`src/rtl/qspi_boot_seq.sv`:
```
// Boot sequencer for the configuration-flash clock path: it issues the dummy CCLK
// preamble, holds the SoC in reset briefly, then hands SCK/CS to the SoC.
module qspi_boot_seq #(
    parameter int DUMMY_CLKS  = 3,
    parameter int HALF_PER    = 2,
    parameter int HOLD_CYCLES = 16
) (
    input  logic clk,
    input  logic reset,
    input  logic mmcm_locked,
    input  logic soc_sck,
    input  logic soc_cs,
    output logic usr_cclk,
    output logic qspi_cs,
    output logic soc_rst_n,
    output logic seq_done
);

    // Each counter only needs to reach its own terminal value.
    localparam int HALF_W = (HALF_PER > 1) ? $clog2(HALF_PER) : 1;
    localparam int TOG_W  = $clog2(2 * DUMMY_CLKS);
    localparam int HOLD_W = (HOLD_CYCLES > 1) ? $clog2(HOLD_CYCLES) : 1;

    localparam logic [HALF_W-1:0] HALF_LAST = HALF_W'(HALF_PER - 1);
    localparam logic [TOG_W-1:0]  TOG_LAST  = TOG_W'(2 * DUMMY_CLKS - 1);
    localparam logic [HOLD_W-1:0] HOLD_LAST = HOLD_W'(HOLD_CYCLES - 1);

    typedef enum logic [1:0] {
        WAIT_LOCK,
        PREAMBLE,
        HOLD,
        RUN
    } state_t;

    state_t              state;
    logic                pre_done;
    logic [HALF_W-1:0]   half_cnt;
    logic [TOG_W-1:0]    tog_cnt;
    logic [HOLD_W-1:0]   hold_cnt;
    logic                cclk_r;
    logic                rst_n_r;
    logic                done_r;

    always_ff @(posedge clk) begin
        if (reset) begin
            state    <= WAIT_LOCK;
            pre_done <= 1'b0;
            half_cnt <= '0;
            tog_cnt  <= '0;
            hold_cnt <= '0;
            cclk_r   <= 1'b0;
            rst_n_r  <= 1'b0;
            done_r   <= 1'b0;
        end else begin
            case (state)
                WAIT_LOCK: begin
                    cclk_r <= 1'b0;
                    if (mmcm_locked)
                        state <= pre_done ? HOLD : PREAMBLE;
                end
                PREAMBLE: begin
                    if (!mmcm_locked) begin
                        // Abort leaves pre_done clear so the whole preamble replays.
                        state    <= WAIT_LOCK;
                        half_cnt <= '0;
                        tog_cnt  <= '0;
                        cclk_r   <= 1'b0;
                    end else if (half_cnt == HALF_LAST) begin
                        half_cnt <= '0;
                        if (tog_cnt == TOG_LAST) begin
                            tog_cnt  <= '0;
                            cclk_r   <= 1'b0;
                            pre_done <= 1'b1;
                            state    <= HOLD;
                        end else begin
                            tog_cnt <= tog_cnt + TOG_W'(1);
                            cclk_r  <= ~cclk_r;
                        end
                    end else begin
                        half_cnt <= half_cnt + HALF_W'(1);
                    end
                end
                HOLD: begin
                    if (!mmcm_locked) begin
                        state    <= WAIT_LOCK;
                        hold_cnt <= '0;
                    end else if (hold_cnt == HOLD_LAST) begin
                        hold_cnt <= '0;
                        rst_n_r  <= 1'b1;
                        done_r   <= 1'b1;
                        state    <= RUN;
                    end else begin
                        hold_cnt <= hold_cnt + HOLD_W'(1);
                    end
                end
                RUN: begin
                    if (!mmcm_locked) begin
                        rst_n_r <= 1'b0;
                        done_r  <= 1'b0;
                        state   <= WAIT_LOCK;
                    end
                end
                default: state <= WAIT_LOCK;
            endcase
        end
    end

    // Mux select is a flop output, so ownership changes only on a clock edge.
    assign usr_cclk  = done_r ? soc_sck : cclk_r;
    assign qspi_cs   = done_r ? soc_cs  : 1'b1;
    assign soc_rst_n = rst_n_r;
    assign seq_done  = done_r;

endmodule

```
`config.mk`:
```
export PLATFORM = sky130hd
export DESIGN_NAME = qspi_boot_seq
export DESIGN_NICKNAME = d
export VERILOG_FILES = /design/src/rtl/qspi_boot_seq.sv
export SDC_FILE = /design/constraint.sdc
export NUM_CORES = 1
export LEC_CHECK = 0
export BUFFER_PORTS_ARGS = -buffer_cell sky130_fd_sc_hd__buf_2
export CAP_MARGIN = 20
export CORE_UTILIZATION = 46
export CTS_CLUSTER_SIZE = 16
export DETAILED_ROUTE_END_ITERATION = 10
export PLACE_DENSITY = 0.68
export SLEW_MARGIN = 40
export SYNTH_ARGS = -nofsm -noshare
export SYNTH_HDL_FRONTEND = slang
export SYNTH_SLANG_ARGS = --single-unit
```
`constraint.sdc`:
```
create_clock -name clk -period 1.3 [get_ports clk]
set_input_delay 0.195 -clock clk [delete_from_list [all_inputs] [get_ports clk]]
set_output_delay 0.195 -clock clk [all_outputs]
set_load 0.1 [all_outputs]
```
[After elaboration in Yosys (flattened, before gate mapping)]
Index checks and enable logic that the tools add are counted.
Word-level totals
  register bits after elaboration: 13
  input port bits: 5
  output and inout port bits: 4
  word-level logic and storage cells: 58
Operators by class
  add/subtract/negate cells: 3
  equal/unequal tests: 13
  multiplexer cells: 26
  bitwise operators: 1
  reductions and logical operators: 8
Operators with widths (count)
  $mux 2: 8
  $mux 1: 10
  $mux 3: 3
  $ne 3x3->1 const B: 3
  $mux 4: 2
  $ne 2x2->1 const B: 4
  $pmux 2 s4: 1
  $reduce_and 4->1: 2
  $reduce_and 5->1: 1
  $add 4x1->4 const B: 1
  $eq 2x2->1 const B: 2
  $eq 4x4->1 const B: 1
  $pmux 1 s2: 2
  $reduce_and 2->1: 2
  $reduce_bool 2->1: 2
  $add 3x1->3 const B: 1
  $eq 3x3->1 const B: 1
  $eq 2x1->1 const B: 1
  $logic_not 2->1: 1
  $ne 2x1->1 const B: 1
  $add 1x1->1 const B: 1
  $not 1->1: 1

[Longest topological paths before layout]
  depth in word-level cells: 5
  gate-level depth with buffers: 5
  mapped depth without buffers: 5

[Worst setup path after synthesis]
No wires, ideal clock.
  kind: flip-flop to output port
  start point: register done_r (netlist: seq_done)
  end point: output qspi_cs
  data arrival time: 1.832 ns
  data required time: 1.105 ns
  slack: -0.727 ns
  cell stages (with the launch flop): 2
  buffers on the path: 0
  cells stage by stage: dfxtp_1 nand2b_1
Between the ends
  word-level cells in the longest chain between the ends: 1
Ends and longest elaborated chain
  from (decl): line 42  | logic done_r;
  from (signal assigned): line 53  | done_r <= 1'b0;
  from (signal assigned): line 90  | done_r <= 1'b1;
  from (signal assigned): line 99  | done_r <= 1'b0;
  $mux 1: line 110  | assign qspi_cs = done_r ? soc_cs : 1'b1;
  to (decl): line 14  | output logic qspi_cs,
Every way passes these cells.

[Final worst setup path]
  start point: register hold_cnt[1]
  end point: register state[1]
Between the ends
  word-level cells in the longest chain between the ends: 3
Ends and longest elaborated chain
  from (decl): line 39  | logic [HOLD_W-1:0] hold_cnt;
  from (signal assigned): line 93  | hold_cnt <= hold_cnt + HOLD_W'(1);
  $eq 4x4->1: line 87  | end else if (hold_cnt == HOLD_LAST) begin
  $ne 3x3->1 (no line)
  $reduce_and 5->1 (no line)
  to (signal assigned): line 59  | state <= pre_done ? HOLD : PREAMBLE;
  to (decl): line 35  | state_t state;
Every way passes these cells.
A chain may end at the register's enable or synchronous reset.

==> impl_metrics.toml <==
[sta]
hold_violations_final = 0
rsz0062_at_grt = "true"
setup_violations = 3
setup_ws_ns = -0.0201
timing.slew.headroom = 0.841
fin_crit_sh = 1.02
finalClockSkew_ns = 0.00936
drv_slew = 0
clock.fmax_mhz = 758
tightest_slew_ns = 0.237
fin_crit_ns = 1.32

[finish]
final_util = 0.724
n_fill_cell = 107
final_cell_area_um2 = 990
area_growth_from_synthesis_to_layout_pct = 38.8
antennaDiodeCount = 0
final_cell_count_no_fill = 117
final_net_count = 109
final_layout_size_suffix_gt1_frac = 0.412

[placed_design]
numPlacedInstances = 112
numPortBuffers = 8
placement.cell_area_um2 = 900
final_estimated_routing_congestion_in_global_placement = 0.806
dpl.hpwl_um = 1020

[logic_synthesis]
yosys.area.top_type_share = 0.365
synth_area_leader_cell = "sky130_fd_sc_hd__dfxtp_1"
synth_seq_area_share = 0.365
synthFlopType = "sky130_fd_sc_hd__dfxtp_1"
synth_seq_cells = 13
number_of_standard_cells_after_synthesis = 83
yosys_warnings = 0
ys_top_cells_by_count = "sky130_fd_sc_hd__dfxtp_1 (13), sky130_fd_sc_hd__nor2_1 (11), sky130_fd_sc_hd__a21oi_1 (9), sky130_fd_sc_hd__o21ai_0 (5)"
postSynth.asyncResetShare = 0
most_used_standard_cell_by_instance_count_after_synthesis = "sky130_fd_sc_hd__dfxtp_1"
synth_top_cells_by_area = "sky130_fd_sc_hd__dfxtp_1 (36%), sky130_fd_sc_hd__a21oi_1 (6.3%), sky130_fd_sc_hd__nor2_1 (5.8%)"
synth_fp_nets = 89
post_synth_instance_area_um2 = 713
yosysUniqueCellTypes = 34
synth_enable_flop_cells = 0
post_synth.cell_area_avg_um2 = 8.59

[drt]
drt_wl_total_um = 1510
routedWlPerCell_um = 12.9
avgViaCountPerCell = 5.56
drcViolationCount = 0
firstDrtPassIters = 2
dr.first_iter.drc_count = 5
routed-via-count = 650
antenna_violating_nets_post_route = 0

[power]
total_leakage_power_nw = 0.389
vdd_drop_max_mv = 0.880
power-per-cell-area_mw_per_mm2 = 1240

[worst_setup_path]
crit_required_ns = 1.50
worstSetupStartpointType = "flip-flop"
criticalPathCategory = "flip-flop to flip-flop"
worst_r2r_path_depth = 5
rr_startpoint = "hold_cnt[1]"
launching_instance_or_port_of_the_critical_path = "hold_cnt[1]"
worst_setup_path_end_kind = "flip-flop"
cp.arrival_ns = 1.52
worstPathMaxFanout = 4

[global_route]
groute.usage.overall = 0.214
grt_overflow_total = 0
grt_max_degree = 10
antenna_violations_before_repair = 0
global_route_wire_length_before_repair_um = 2290
first_global_vias = 546

[clock_tree]
worst_setup_hold_path_clk_slew_ns = 0.08
worst_skew_pair.late_latency_ns = 0.28
clock_tree.buffer_depth = 2
clockRootBuffer = "sky130_fd_sc_hd__clkbuf_4"
cts_buffers = 3
cts_sinks = 13
htree_levels = 1
tritoncts = "yes"

[run_status]
run_status = "finished, violations left"
failed_checks = "setup timing"

[floorplanning]
num_rows = 13
initial_standard_cell_utilization_of_the_core = 0.522
core_region_area_mm2 = 0.00137
die_w_um = 41.4
die-area_mm2 = 0.00171
floorplan.die.height_um = 41.4
design.portCount = 9

[run]
max_capacitance_violation_count = 0

[hold_path]
hp-start = "reset"
min-delay-path-class = "input port to flip-flop"
min_delay_path_depth = 2
where the power goes:
part           total, mW  internal (mW)  switching, mW  leakage, nW
registers          0.479          0.437         0.0429        0.108
logic              0.497          0.263          0.233        0.266
clock network      0.249          0.119          0.131       0.0150
state kept, by name, indices dropped and copies added, names as in the netlist:
register  flops
state         2
hold_cnt      4
pre_done      1
cclk_r        1
seq_done      1
tog_cnt       3
half_cnt      1
routing by layer:
layer / part of all wire / GRT usage
met1: 0.48 / 0.256
met2: 0.48 / 0.352
met3: 0.027 / 0.0479
met4: 0.0093 / 0.121
met5: 0 / 0
logic make-up after synthesis:
logic type               share of synthesized area
AND/OR/NAND/NOR                              0.314
AO/OA/AOI/OAI                                0.195
flip-flops                                   0.365
buffers and inverters                       0.0509
multiplexers                                0.0579
adder cells (fa/ha/maj)                     0.0175
stage by stage:
stage               total power, mW  hold WS (ns)  setup slack [ns]  TNS, ns
finish                         1.23         0.201           -0.0201  -0.0303
global route                   1.30         0.205            -0.121   -0.378
CTS                            1.22         0.206           -0.0191  -0.0359
detailed placement            0.929         0.495           -0.0477  -0.0743
global placement              0.922         0.481           -0.0239  -0.0239
floorplan                     0.808         0.257           0.00781        0
critical path, stage by stage (launching register included):
cell	delay [ns]
sky130_fd_sc_hd__dfxtp_2	0.34
sky130_fd_sc_hd__ha_4	0.16
sky130_fd_sc_hd__and3_4	0.18
sky130_fd_sc_hd__o221a_4	0.29
sky130_fd_sc_hd__nand2b_4	0.14
sky130_fd_sc_hd__a21oi_2	0.13
final cells by class:
class	count	area [µm²]	area share
multi-input cells	64	475	0.480
well taps	15	18.8	0.0190
inverters	1	3.75	0.00379
repair buffers	20	194	0.196
clock buffers	4	26.3	0.0265
flip-flops and latches	13	272	0.274
placed cells by master (no fill, tap or decap), drive strengths merged, types with 3 or more instances in the layout:
cell type,instances
a21oi,9
buf,20
clkbuf,4
dfxtp,13
mux2i,3
nand2,3
nand2b,4
nor2,11
nor2b,4
o21ai,5
worst paths after layout:
kind,endpoint,slack [ns]
setup / recovery,state[1],-0.02
hold / removal,hold_cnt[2],0.20
setup reg to reg,state[1],-0.02
hold reg to reg,hold_cnt[3],0.51
timing repair:
| action | CTS | global route |
|---|---|---|
| pin swaps | 1 | 4 |
| setup endpoints to repair | 3 | 7 |
| hold buffers | 0 | 0 |
| buffers inserted | 1 | 0 |
| resized for setup | 6 | 8 |
No activity file was read; power rests on OpenSTA's default activity.
